File: src/rtl/draw_sched.sv
// draw_sched: runs one drawing pass on the VGA adapter.
// A pass clears the screen with the fillscreen engine, then draws the circle
// with the circle engine. Whichever engine is active gets the single VGA pixel port.
//
// Handshake (both sides): a start level is raised and held until done is seen.
// done is then held until start falls. On the engine side the scheduler drops
// fs_start/c_start as soon as the engine's done is seen. It then waits for that
// done to fall before it moves on.
module draw_sched #(
  parameter logic [2:0]  BG_COLOUR      = 3'd0,
  parameter logic [19:0] TIMEOUT_CYCLES = 20'hFFFFF
) (
  input  logic       clk,
  input  logic       rst_n,
  input  logic       start,
  input  logic [2:0] colour,
  input  logic [7:0] centre_x,
  input  logic [6:0] centre_y,
  input  logic [7:0] radius,
  output logic       done,
  output logic       err,
  output logic       fs_start,
  output logic [2:0] fs_colour,
  input  logic       fs_done,
  input  logic [7:0] fs_x,
  input  logic [6:0] fs_y,
  input  logic       fs_plot,
  output logic       c_start,
  output logic [2:0] c_colour,
  output logic [7:0] c_cx,
  output logic [6:0] c_cy,
  output logic [7:0] c_r,
  input  logic       c_done,
  input  logic [7:0] c_x,
  input  logic [6:0] c_y,
  input  logic [2:0] c_colour_px,
  input  logic       c_plot,
  output logic [7:0] vga_x,
  output logic [6:0] vga_y,
  output logic [2:0] vga_colour,
  output logic       vga_plot,
  output logic [2:0] dbg_state
);

  localparam logic [2:0] S_IDLE     = 3'd0;
  localparam logic [2:0] S_FILL     = 3'd1;
  localparam logic [2:0] S_FILL_REL = 3'd2;
  localparam logic [2:0] S_CIRC     = 3'd3;
  localparam logic [2:0] S_CIRC_REL = 3'd4;
  localparam logic [2:0] S_DONE     = 3'd5;

  // Last watchdog count before an engine is aborted
  localparam logic [19:0] TO_LAST = TIMEOUT_CYCLES - 20'd1;

  logic [2:0]  state_q, state_d;
  logic [19:0] cnt_q, cnt_d;
  logic        err_q, err_d;
  logic        done_q, done_d;
  logic        fs_start_q, fs_start_d;
  logic        c_start_q, c_start_d;
  logic [2:0]  col_q, col_d;
  logic [7:0]  cx_q, cx_d;
  logic [6:0]  cy_q, cy_d;
  logic [7:0]  r_q, r_d;

  // Next-state, argument latch and watchdog logic
  always_comb begin
    state_d = state_q;
    err_d   = err_q;
    col_d   = col_q;
    cx_d    = cx_q;
    cy_d    = cy_q;
    r_d     = r_q;
    case (state_q)
      S_IDLE: begin
        if (start) begin
          col_d   = colour;
          cx_d    = centre_x;
          cy_d    = centre_y;
          r_d     = radius;
          err_d   = 1'b0;
          state_d = S_FILL;
        end
      end
      S_FILL: begin
        // A done arriving on the last count still counts as a normal finish
        if (fs_done) begin
          state_d = S_FILL_REL;
        end else if (cnt_q == TO_LAST) begin
          err_d   = 1'b1;
          state_d = S_DONE;
        end
      end
      S_FILL_REL: begin
        if (!fs_done) state_d = S_CIRC;
      end
      S_CIRC: begin
        if (c_done) begin
          state_d = S_CIRC_REL;
        end else if (cnt_q == TO_LAST) begin
          err_d   = 1'b1;
          state_d = S_DONE;
        end
      end
      S_CIRC_REL: begin
        if (!c_done) state_d = S_DONE;
      end
      S_DONE: begin
        if (!start) state_d = S_IDLE;
      end
      default: state_d = S_IDLE;
    endcase

    // The watchdog restarts on every state entry and only runs while an engine works
    if (state_d != state_q) begin
      cnt_d = 20'd0;
    end else if ((state_q == S_FILL) || (state_q == S_CIRC)) begin
      cnt_d = cnt_q + 20'd1;
    end else begin
      cnt_d = cnt_q;
    end

    // The handshake outputs are registered from the next state so that they line up with state_q
    fs_start_d = (state_d == S_FILL);
    c_start_d  = (state_d == S_CIRC);
    done_d     = (state_d == S_DONE);
  end

  // State and output registers
  always_ff @(posedge clk or negedge rst_n) begin
    if (!rst_n) begin
      state_q    <= S_IDLE;
      cnt_q      <= 20'd0;
      err_q      <= 1'b0;
      done_q     <= 1'b0;
      fs_start_q <= 1'b0;
      c_start_q  <= 1'b0;
      col_q      <= 3'd0;
      cx_q       <= 8'd0;
      cy_q       <= 7'd0;
      r_q        <= 8'd0;
    end else begin
      state_q    <= state_d;
      cnt_q      <= cnt_d;
      err_q      <= err_d;
      done_q     <= done_d;
      fs_start_q <= fs_start_d;
      c_start_q  <= c_start_d;
      col_q      <= col_d;
      cx_q       <= cx_d;
      cy_q       <= cy_d;
      r_q        <= r_d;
    end
  end

  // Grant the pixel port by state; a plot from an engine without the grant is dropped
  always_comb begin
    vga_x      = 8'd0;
    vga_y      = 7'd0;
    vga_colour = 3'd0;
    vga_plot   = 1'b0;
    case (state_q)
      S_FILL, S_FILL_REL: begin
        vga_x      = fs_x;
        vga_y      = fs_y;
        vga_colour = BG_COLOUR;
        vga_plot   = fs_plot;
      end
      S_CIRC, S_CIRC_REL: begin
        vga_x      = c_x;
        vga_y      = c_y;
        vga_colour = c_colour_px;
        vga_plot   = c_plot;
      end
      default: begin
        vga_plot = 1'b0;
      end
    endcase
  end

  assign done      = done_q;
  assign err       = err_q;
  assign fs_start  = fs_start_q;
  assign fs_colour = BG_COLOUR;
  assign c_start   = c_start_q;
  assign c_colour  = col_q;
  assign c_cx      = cx_q;
  assign c_cy      = cy_q;
  assign c_r       = r_q;
  assign dbg_state = state_q;

endmodule

File: config.mk
export PLATFORM = sky130hd
export DESIGN_NAME = draw_sched
export DESIGN_NICKNAME = d
export VERILOG_FILES = /design/src/rtl/draw_sched.sv
export SDC_FILE = /design/constraint.sdc
export NUM_CORES = 1
export LEC_CHECK = 0
export BUFFER_PORTS_ARGS = -buffer_cell sky130_fd_sc_hd__buf_2
export CORE_MARGIN = 8
export CORE_UTILIZATION = 38
export CTS_CLUSTER_SIZE = 28
export DETAILED_ROUTE_END_ITERATION = 16
export HOLD_SLACK_MARGIN = 0.12
export PLACE_DENSITY = 0.72
export SETUP_SLACK_MARGIN = 0.05
export SYNTH_ARGS = -nofsm -noshare
export SYNTH_HDL_FRONTEND = slang
export SYNTH_SLANG_ARGS = --single-unit
File: constraint.sdc
create_clock -name clk -period 1.8 [get_ports clk]
set_clock_uncertainty 0.05 [all_clocks]
set_input_delay 0.18 -clock clk [delete_from_list [all_inputs] [get_ports clk]]
set_output_delay 0.18 -clock clk [all_outputs]
set_load 0.005 [all_outputs]
# Word level (Yosys, flattened, before mapping)

Index checks and enable logic that the tools add are counted.

Output and inout port bits: 55
Bits of input ports: 66
Logic and storage cells: 51
Bits in registers: 53

Reduce and logical (&&, ||, !) cells: 8
$add $sub $neg: 1
Mux-type cells: 19
Equal/unequal tests: 13

Operators with widths:

| cell                                                 | count |
|---|---|
| 2-to-1 mux 20 bit                                    | 2 |
| 2-to-1 mux 3 bit                                     | 8 |
| adder 20 x 1 -> 20 bit (second input constant)       | 1 |
| equality test 20 bit (second input constant)         | 1 |
| case mux 3 bit (6 select lines)                      | 1 |
| case mux 8 bit (2 select lines)                      | 1 |
| case mux 7 bit (2 select lines)                      | 1 |
| equality test 3 x 2 -> 1 bit (second input constant) | 3 |
| equality test 3 bit (second input constant)          | 3 |
| equality test 3 x 1 -> 1 bit (second input constant) | 2 |
| inequality test 2 bit (second input constant)        | 3 |
| 2-to-1 mux 1 bit                                     | 4 |
| AND reduction 4 bit                                  | 1 |
| OR reduction 2 bit                                   | 2 |
| zero test 3 bit                                      | 1 |
| inequality test 3 bit                                | 1 |
| case mux 1 bit (3 select lines)                      | 1 |
| nonzero test 3 bit                                   | 1 |
| case mux 1 bit (2 select lines)                      | 1 |
| AND reduction 2 bit                                  | 1 |
| nonzero test 2 bit                                   | 1 |
| logical OR 1 bit                                     | 1 |

# Logic depth before layout (Yosys ltp)

Gate-level depths: netlist (run 1).

Depth after elaboration: 6
Gate-level depth with buffers: 8
Mapped depth without buffers: 7

# Worst setup path before layout (run 1)

No wires, ideal clock.

Path kind: register -> register
Start point: register state_q[0], in the netlist dbg_state[0]
End point: register cx_q[0], in the netlist c_cx[0]
Library setup time: 0.125 ns
Stages on the path, launching flop included: 6
Setup slack: 0.067 ns
Path buffers: 2
Required time: 1.625 ns
Clock period less this slack: 1.733 ns
Arrival: 1.558 ns
Path through: dfrtp_1 > buf_4 > nand2b_1 > nor3_4 > buf_4 > mux2_2

Cells in the longest elaborated chain, start to end: 2

RTL lines:

| element                              | line | source |
|---|---|---|
| start, declared                      | 55   | `logic [2:0] state_q, state_d;` |
| start signal, assigned               | 143  | `state_q <= state_d;` |
| zero test 3 bit                      | 74   | `case (state_q)` |
| AND reduction 2 bit (no source line) | --   |  |
| end signal, assigned                 | 139  | `cx_q <= 8'd0;` |
| end signal, assigned                 | 150  | `cx_q <= cx_d;` |
| end, declared                        | 62   | `logic [7:0] cx_q, cx_d;` |

No other way between the ends.
A chain may end at the register's enable or synchronous reset.

# Final worst setup path (run 1)

Start point: register state_q[0], in the netlist dbg_state[0]
End point: output port vga_x[0]

Cells in the longest elaborated chain, start to end: 3
Elaborated cells on any way between the ends: 7
Classes of those cells: eq/ne: 4; mux: 1; reduce/logical: 2

RTL lines:

| element                                                    | line | source |
|---|---|---|
| equality test 3 x 2 -> 1 bit, or another cell as far along | 162  | `case (state_q)` |
| OR reduction 2 bit                                         | 162  |  |
| case mux 8 bit (2 select lines) *                          | 162  |  |
| end, declared                                              | 38   | `output logic [7:0] vga_x,` |

Every way passes the cells marked *; elsewhere a longest branch is shown, timed or not.

==> results of run 1 <==
state kept, by name, summed over array words and instances (netlist names), 3 cells and up:
name and flops:
c_r 8, c_cx 8, c_colour 3, c_cy 7
dbg_state 3, cnt_q 20
worst min-delay path: cells and delay by family:
kind / cells / cell delay [ns]
buffers and inverters: 1 / 0.17
AND/OR/NAND/NOR: 1 / 0.08
AO/OA/AOI/OAI: 1 / 0.15
metal layers:
| metal | share of wire, % | up-vias | wire [microns] | track usage (%) |
|---|---|---|---|---|
| met5 | 0 | - | 0 | 0 |
| met4 | 0.82 | 0 | 66 | 3.49 |
| met3 | 8.4 | 5 | 680 | 5.52 |
| met2 | 52 | 80 | 4180 | 26.6 |
| met1 | 39 | 1200 | 3130 | 16.5 |
| li1 | - | 1177 | - | - |
per-stage QoR:
stage	hold WS (ns)	util [%]	cell area [sq um]
2_1_floorplan	-0.166	-	2740
3_3_place_gp	0.151	49.4	3510
3_5_place_dp	0.148	49.4	3510
4_1_cts	0.220	57.7	4100
5_1_grt	0.253	59.5	4220
6_report	0.255	59.5	4220
area by class of cell:
cell class | count | share of cell area [%]
Multi-Input combinational cell | 169 | 32.9
Sequential cell | 53 | 31.5
Timing Repair Buffer | 178 | 30.1
Tap cell | 99 | 2.93
Clock buffer | 6 | 1.72
Inverter | 6 | 0.533
Clock inverter | 2 | 0.326
power breakdown:
group          switching, mW  internal (mW)  leakage, nW
Clock                  0.395          0.278       0.0456
Sequential             0.226           1.58        0.673
Combinational           1.71           2.22         1.33
cells in the final DEF (no fill, tap or decap), types with 3 or more instances in the layout:
| cell type | count |
|---|---|
| nand2b_4 | 4 |
| inv_1 | 6 |
| nand3_1 | 10 |
| dlygate4sd3_1 | 27 |
| clkbuf_8 | 5 |
| nand4_1 | 7 |
| nand3b_1 | 3 |
| a21oi_1 | 4 |
| mux2_2 | 23 |
| a22o_1 | 16 |
| conb_1 | 3 |
| clkbuf_16 | 3 |
| xnor2_1 | 4 |
| buf_6 | 7 |
| nand2_1 | 15 |
| xor2_1 | 13 |
| o21ai_0 | 3 |
| nor2_1 | 9 |
| buf_2 | 117 |
| dfrtp_1 | 51 |
| buf_12 | 6 |
| nand2b_1 | 4 |
| buf_4 | 17 |
| and2_1 | 3 |
| nor2_2 | 14 |
kinds of logic (layout without fill, tap and decap cells):
family / Yosys count / in the layout / share of synthesized area (%)
and+or+nand+nor: 85 / 85 / 18.5
AOI/OAI and AO/OA: 34 / 34 / 10.6
buffers and inverters: 19 / 192 / 4.40
other: 1 / 3 / 0.137
adders and majority gates: 2 / 2 / 0.916
DFF: 53 / 53 / 48.6
muxes: 27 / 27 / 11.1
xor gates and xnor gates: 18 / 18 / 5.77
worst max-delay path by stage:
stage	start	to	slack, ns
2_1_floorplan	dbg_state[0]$_DFF_PN0_	c_cx[0]$_DFFE_PN0P_	0.07
3_3_place_gp	dbg_state[0]$_DFF_PN0_	vga_x[2]	-0.06
3_5_place_dp	dbg_state[0]$_DFF_PN0_	vga_x[0]	-0.16
4_1_cts	dbg_state[0]$_DFF_PN0_	vga_x[0]	-0.04
5_1_grt	dbg_state[0]$_DFF_PN0_	vga_x[3]	-0.11
6_report	dbg_state[0]$_DFF_PN0_	vga_x[0]	-0.04
timing repair:
action / in CTS / in global routing
resized for setup: 23 / 11
setup endpoints to repair: 29 / 64
pin swaps: 9 / 7
hold endpoints to repair: 79 / 0
hold buffers: 27 / 0
gates cloned: 3 / 3
buffers inserted: 9 / 3
==> results.ini, run 1 <==
[logic_synthesis]
async_reset_ff_share_pct=100
synth.most_common_cell=dfrtp_1
synth_flop_cell=dfrtp_1
postSynthCellCount=239
synth_area_leaders=dfrtp_1 49%, mux2_2 9.5%, a22o_1 5.1%
yosys.area.top_type_share_pct=48.6
ys_ff_latch=53
synth_top_area_cell=dfrtp_1
synth_edf_count=0
ys_warn_count=0
avgSynthCellArea_sq_um=11.4
synth.distinct_cells=42
synth_commonest_cells=53 x dfrtp_1, 23 x mux2_2, 16 x a22o_1, 16 x nand2_1, 14 x nor2_1
syn_area_sq_mm=0.00273
yosysSeqAreaShare_pct=48.6

[outcome]
violations=setup timing
status=finished with violations

[global_route]
grt_pass1_vias=2667
grt_usage_pct=15.0
grt_max_degree=54
antenna_found_initial=0
grt_pass1_wl_microns=12400
grt_remaining_overflow=0

[critical_path]
ff2ff_path_depth=7
crit_path_end_kind=primary output
cp-start-kind=register
slowest_stage=dfrtp_2
reg2reg_slack_ns=-0.03
cp_max_fo=16
r2r-start=dbg_state[0]$_DFF_PN0_
cp_slowest_stage_delay_ns=0.45
r2r_end=cnt_q[1]$_DFFE_PN0P_
cp.required_ns=1.57
path_delay_family=flip-flops
path_depth=6
path_cells=buf_6 -> xnor2_4 -> nor2_4 -> buf_12 -> a22o_1 -> buf_2
arrival_ns=1.61
crit_type=register to primary output
path_buf_inv=3

[drt]
dr.pass1.iters=4
routed_wl_microns=8060
num_vias=2462
via_per_inst=4.80
drtAntennaViolNets=0
drtIter0Drc=168
wire_per_inst_microns=15.7
drc=0

[finish]
drive_above_1_share_pct=52.7
multi_input_area_sq_mm=0.00139
areaGrowthSynthToFinish_pct=54.6
fill_cells=570
final_cells=513
nets=481
ff_latch_area_sq_mm=0.00133
n_antenna_cell=0

[sta]
min_period_over_period_pct=102
fin_tns_setup_ns=-0.427
slew_violations=0
rsz0062_at_grt=yes
max_freq_ghz=0.544
setup_viol=20
hold_violations=0
period_needed_ns=1.84
layout_setup_ws_ns=-0.0388

[job]
drv_cap=0

[hold_path]
holdCritPathClass=input pin to register
min_from=c_done
whs_endpoint=dbg_state[2]$_DFF_PN0_
min_path_cells=3

[floorplan]
die_area_sq_mm=0.0102
die_h_microns=101
start_util_pct=38.5
rows=31
die_x_microns=101
io_pins=121
design.core.area_sq_mm=0.00710

[clock_network]
cts_htree_levels=2
clkTransAtPathRegs_ns=0.10
cts_root_buffer=clkbuf_8
clockBufferDepth=2
clk_latency_ns=0.31
cts_buffers=5
cts_tree=done
clock-sinks=53

[power]
ir_drop_v=0.00100
power.density_mw_per_mm2=1520
finalPower_mw=6.41
p_leak_nw=2.04

[place]
portBuffers=117
gp_congestion=0.847
dpl.cell_count=460
post-place-ws_ns=-0.158
dp_hpwl_microns=5190

No activity file was read; power rests on OpenSTA's default activity.
==> run 2: changes to the inputs <==
--- a/config.mk
+++ b/config.mk
@@ -12,7 +12,7 @@
 export DETAILED_ROUTE_END_ITERATION = 16
 export HOLD_SLACK_MARGIN = 0.12
 export PLACE_DENSITY = 0.72
-export SETUP_SLACK_MARGIN = 0.05
+export SETUP_SLACK_MARGIN = 0.2
 export SYNTH_ARGS = -nofsm -noshare
 export SYNTH_HDL_FRONTEND = slang
 export SYNTH_SLANG_ARGS = --single-unit
==> results.ini, run 2 (synthesis results as in run 1) <==
[critical_path]
crit_type=register to register
reg2reg_slack_ns=0.002
path_cells=buf_4 -> nand2b_4 -> nor3_4 -> buf_6 -> bufbuf_16 -> mux2_2
cp_max_fo=6
r2r-start=dbg_state[0]$_DFF_PN0_
arrival_ns=1.95
crit_path_end_kind=register
cp-start-kind=register
path_buf_inv=3
ff2ff_path_depth=6
setup.worst_path.start=dbg_state[0]$_DFF_PN0_
r2r_end=c_r[0]$_DFFE_PN0P_
slowest_stage=dfrtp_2
endpoint=c_r[0]$_DFFE_PN0P_
cp.required_ns=1.95
cp_slowest_stage_delay_ns=0.47
path_delay_family=buffers and inverters
path_depth=6

[drt]
via_per_inst=4.80
drtAntennaViolNets=0
num_vias=2511
dr.pass1.iters=4
drtIter0Drc=93
wire_per_inst_microns=15.9
routed_wl_microns=8290
drc=0

[finish]
largest_reg_flops=20
n_antenna_cell=0
max_flop_register=cnt_q
final_common_cell=buf_2
nets=491
final_cell_mix=117 x buf_2, 48 x dfrtp_1, 27 x dlygate4sd3_1, 27 x buf_4, 16 x a22o_1
drive_above_1_share_pct=56.6
fill_cells=534
areaGrowthSynthToFinish_pct=61.4

[power]
ir_drop_v=0.000961
p_int_mw=4.25
p_clk_share_pct=10.6
seqPwrFrac_pct=27.5
p_sw_mw=2.38
power.density_mw_per_mm2=1500
combPwrFrac_pct=62.0
finalPower_mw=6.62
switching_share_pct=35.9
p_leak_nw=2.15

[clock_network]
clk_latency_ns=0.31
cts_buffers=5
cts_htree_levels=2
cts_root_buffer=clkbuf_8
clkTransAtPathRegs_ns=0.10
clock-sinks=53
clockBufferDepth=2
cts_tree=done

[sta]
slew_violations=0
min_period_over_period_pct=99.9
setup_viol=0
hold_violations=0
rsz0062_at_grt=yes
fin_hold_ws_ns=0.273
fin_tns_setup_ns=0
max_freq_ghz=0.556
layout_setup_ws_ns=0.00177
period_needed_ns=1.80

[global_route]
grt_usage_pct=15.6
grt_max_degree=36
grt_remaining_overflow=0
grt_pass1_wl_microns=12800
antenna_found_initial=0
grt_pass1_vias=2663

[floorplan]
die_area_sq_mm=0.0102
die_x_microns=101
io_pins=121
design.core.area_sq_mm=0.00710
rows=31
die_h_microns=101
start_util_pct=38.5

[job]
drv_cap=0

[outcome]
status=finished, final reports clean

[hold_path]
holdCritPathClass=input pin to register

[place]
portBuffers=117
gp_congestion=0.860
dp_hpwl_microns=5290
post-place-ws_ns=0.0159

-- run 2: changes by cell type in the layout (fill, tap and decap cells not counted), moves of 3 or more --
| cell | previous run | this run |
|---|---|---|
| a21oi_1 | 4 | 1 |
| a21oi_2 | 0 | 3 |
| buf_4 | 17 | 27 |
| dfrtp_1 | 51 | 48 |
| dfrtp_2 | 2 | 5 |
| mux2_2 | 23 | 11 |
| mux2_4 | 1 | 14 |
| nand2_1 | 15 | 12 |
| nand2_2 | 2 | 5 |
| nor2_1 | 9 | 12 |
-- run 2: how the worst min path moves through the flow --
stage / startpoint / endpoint / slack (ns) / depth (start not counted)
global route: c_done / err$_DFFE_PN0P_ / 0.30 / 4
finish: c_done / err$_DFFE_PN0P_ / 0.27 / 4
floorplan: rst_n / c_colour[0]$_DFFE_PN0P_ / -0.17 / 0
global placement: rst_n / c_cx[2]$_DFFE_PN0P_ / 0.1 / 1
detailed placement: rst_n / c_cx[0]$_DFFE_PN0P_ / 0.1 / 1
CTS: c_done / dbg_state[2]$_DFF_PN0_ / 0.26 / 3
-- run 2: what timing repair did --
item | in CTS | in global routing
buffers inserted | 17 | 6
cloned | 2 | 1
pin swaps | 11 | 6
gates resized for setup | 32 | 15
hold endpoints to repair | 44 | 0
hold buffers | 27 | 0
endpoints found under the setup margin | 66 | 70
-- run 2: final cells by class --
class | count | area, sq um | area share [%]
inverter | 6 | 22.5 | 0.511
clock inverter | 2 | 13.8 | 0.312
multi-input combinational | 169 | 1460 | 33.2
clock buffer | 6 | 82.6 | 1.87
sequential | 53 | 1330 | 30.2
timing repair buffer | 188 | 1370 | 31.1
tap | 99 | 124 | 2.81
-- run 2: worst register-to-register path: cells and delay by family (launching register included) --
family                 cells  cell delay, ns
AND/OR/NAND/NOR            2            0.27
buffers and inverters      3            0.60
multiplexers               1            0.32
flip-flops                 1            0.47
-- run 2: layer usage --
layer / wire, microns / vias to the layer above / track usage, %
met5: 0 / - / 0
met4: 119 / 0 / 5.23
met3: 677 / 11 / 4.63
met2: 4280 / 87 / 27.7
met1: 3220 / 1209 / 17.3
li1: - / 1204 / -
-- run 2: power by group through the flow --
stage                     registers, mW  logic (mW)  clock network, mW
after floorplan                    1.81        1.87                  0
after global placement             1.84        2.93                  0
after detailed placement           1.85        3.00                  0
after CTS                          1.80        3.86              0.713
after global routing               1.87        4.42              0.759
final                              1.82        4.10              0.700
-- run 2: per-stage QoR --
step	utilization [%]	std cells	area (sq um)
2_1_floorplan	-	241	2780
5_1_grt	62.1	523	4410
4_1_cts	60.2	516	4280
3_5_place_dp	50.2	462	3560
6_report	62.1	523	4410
3_3_place_gp	50.2	462	3560
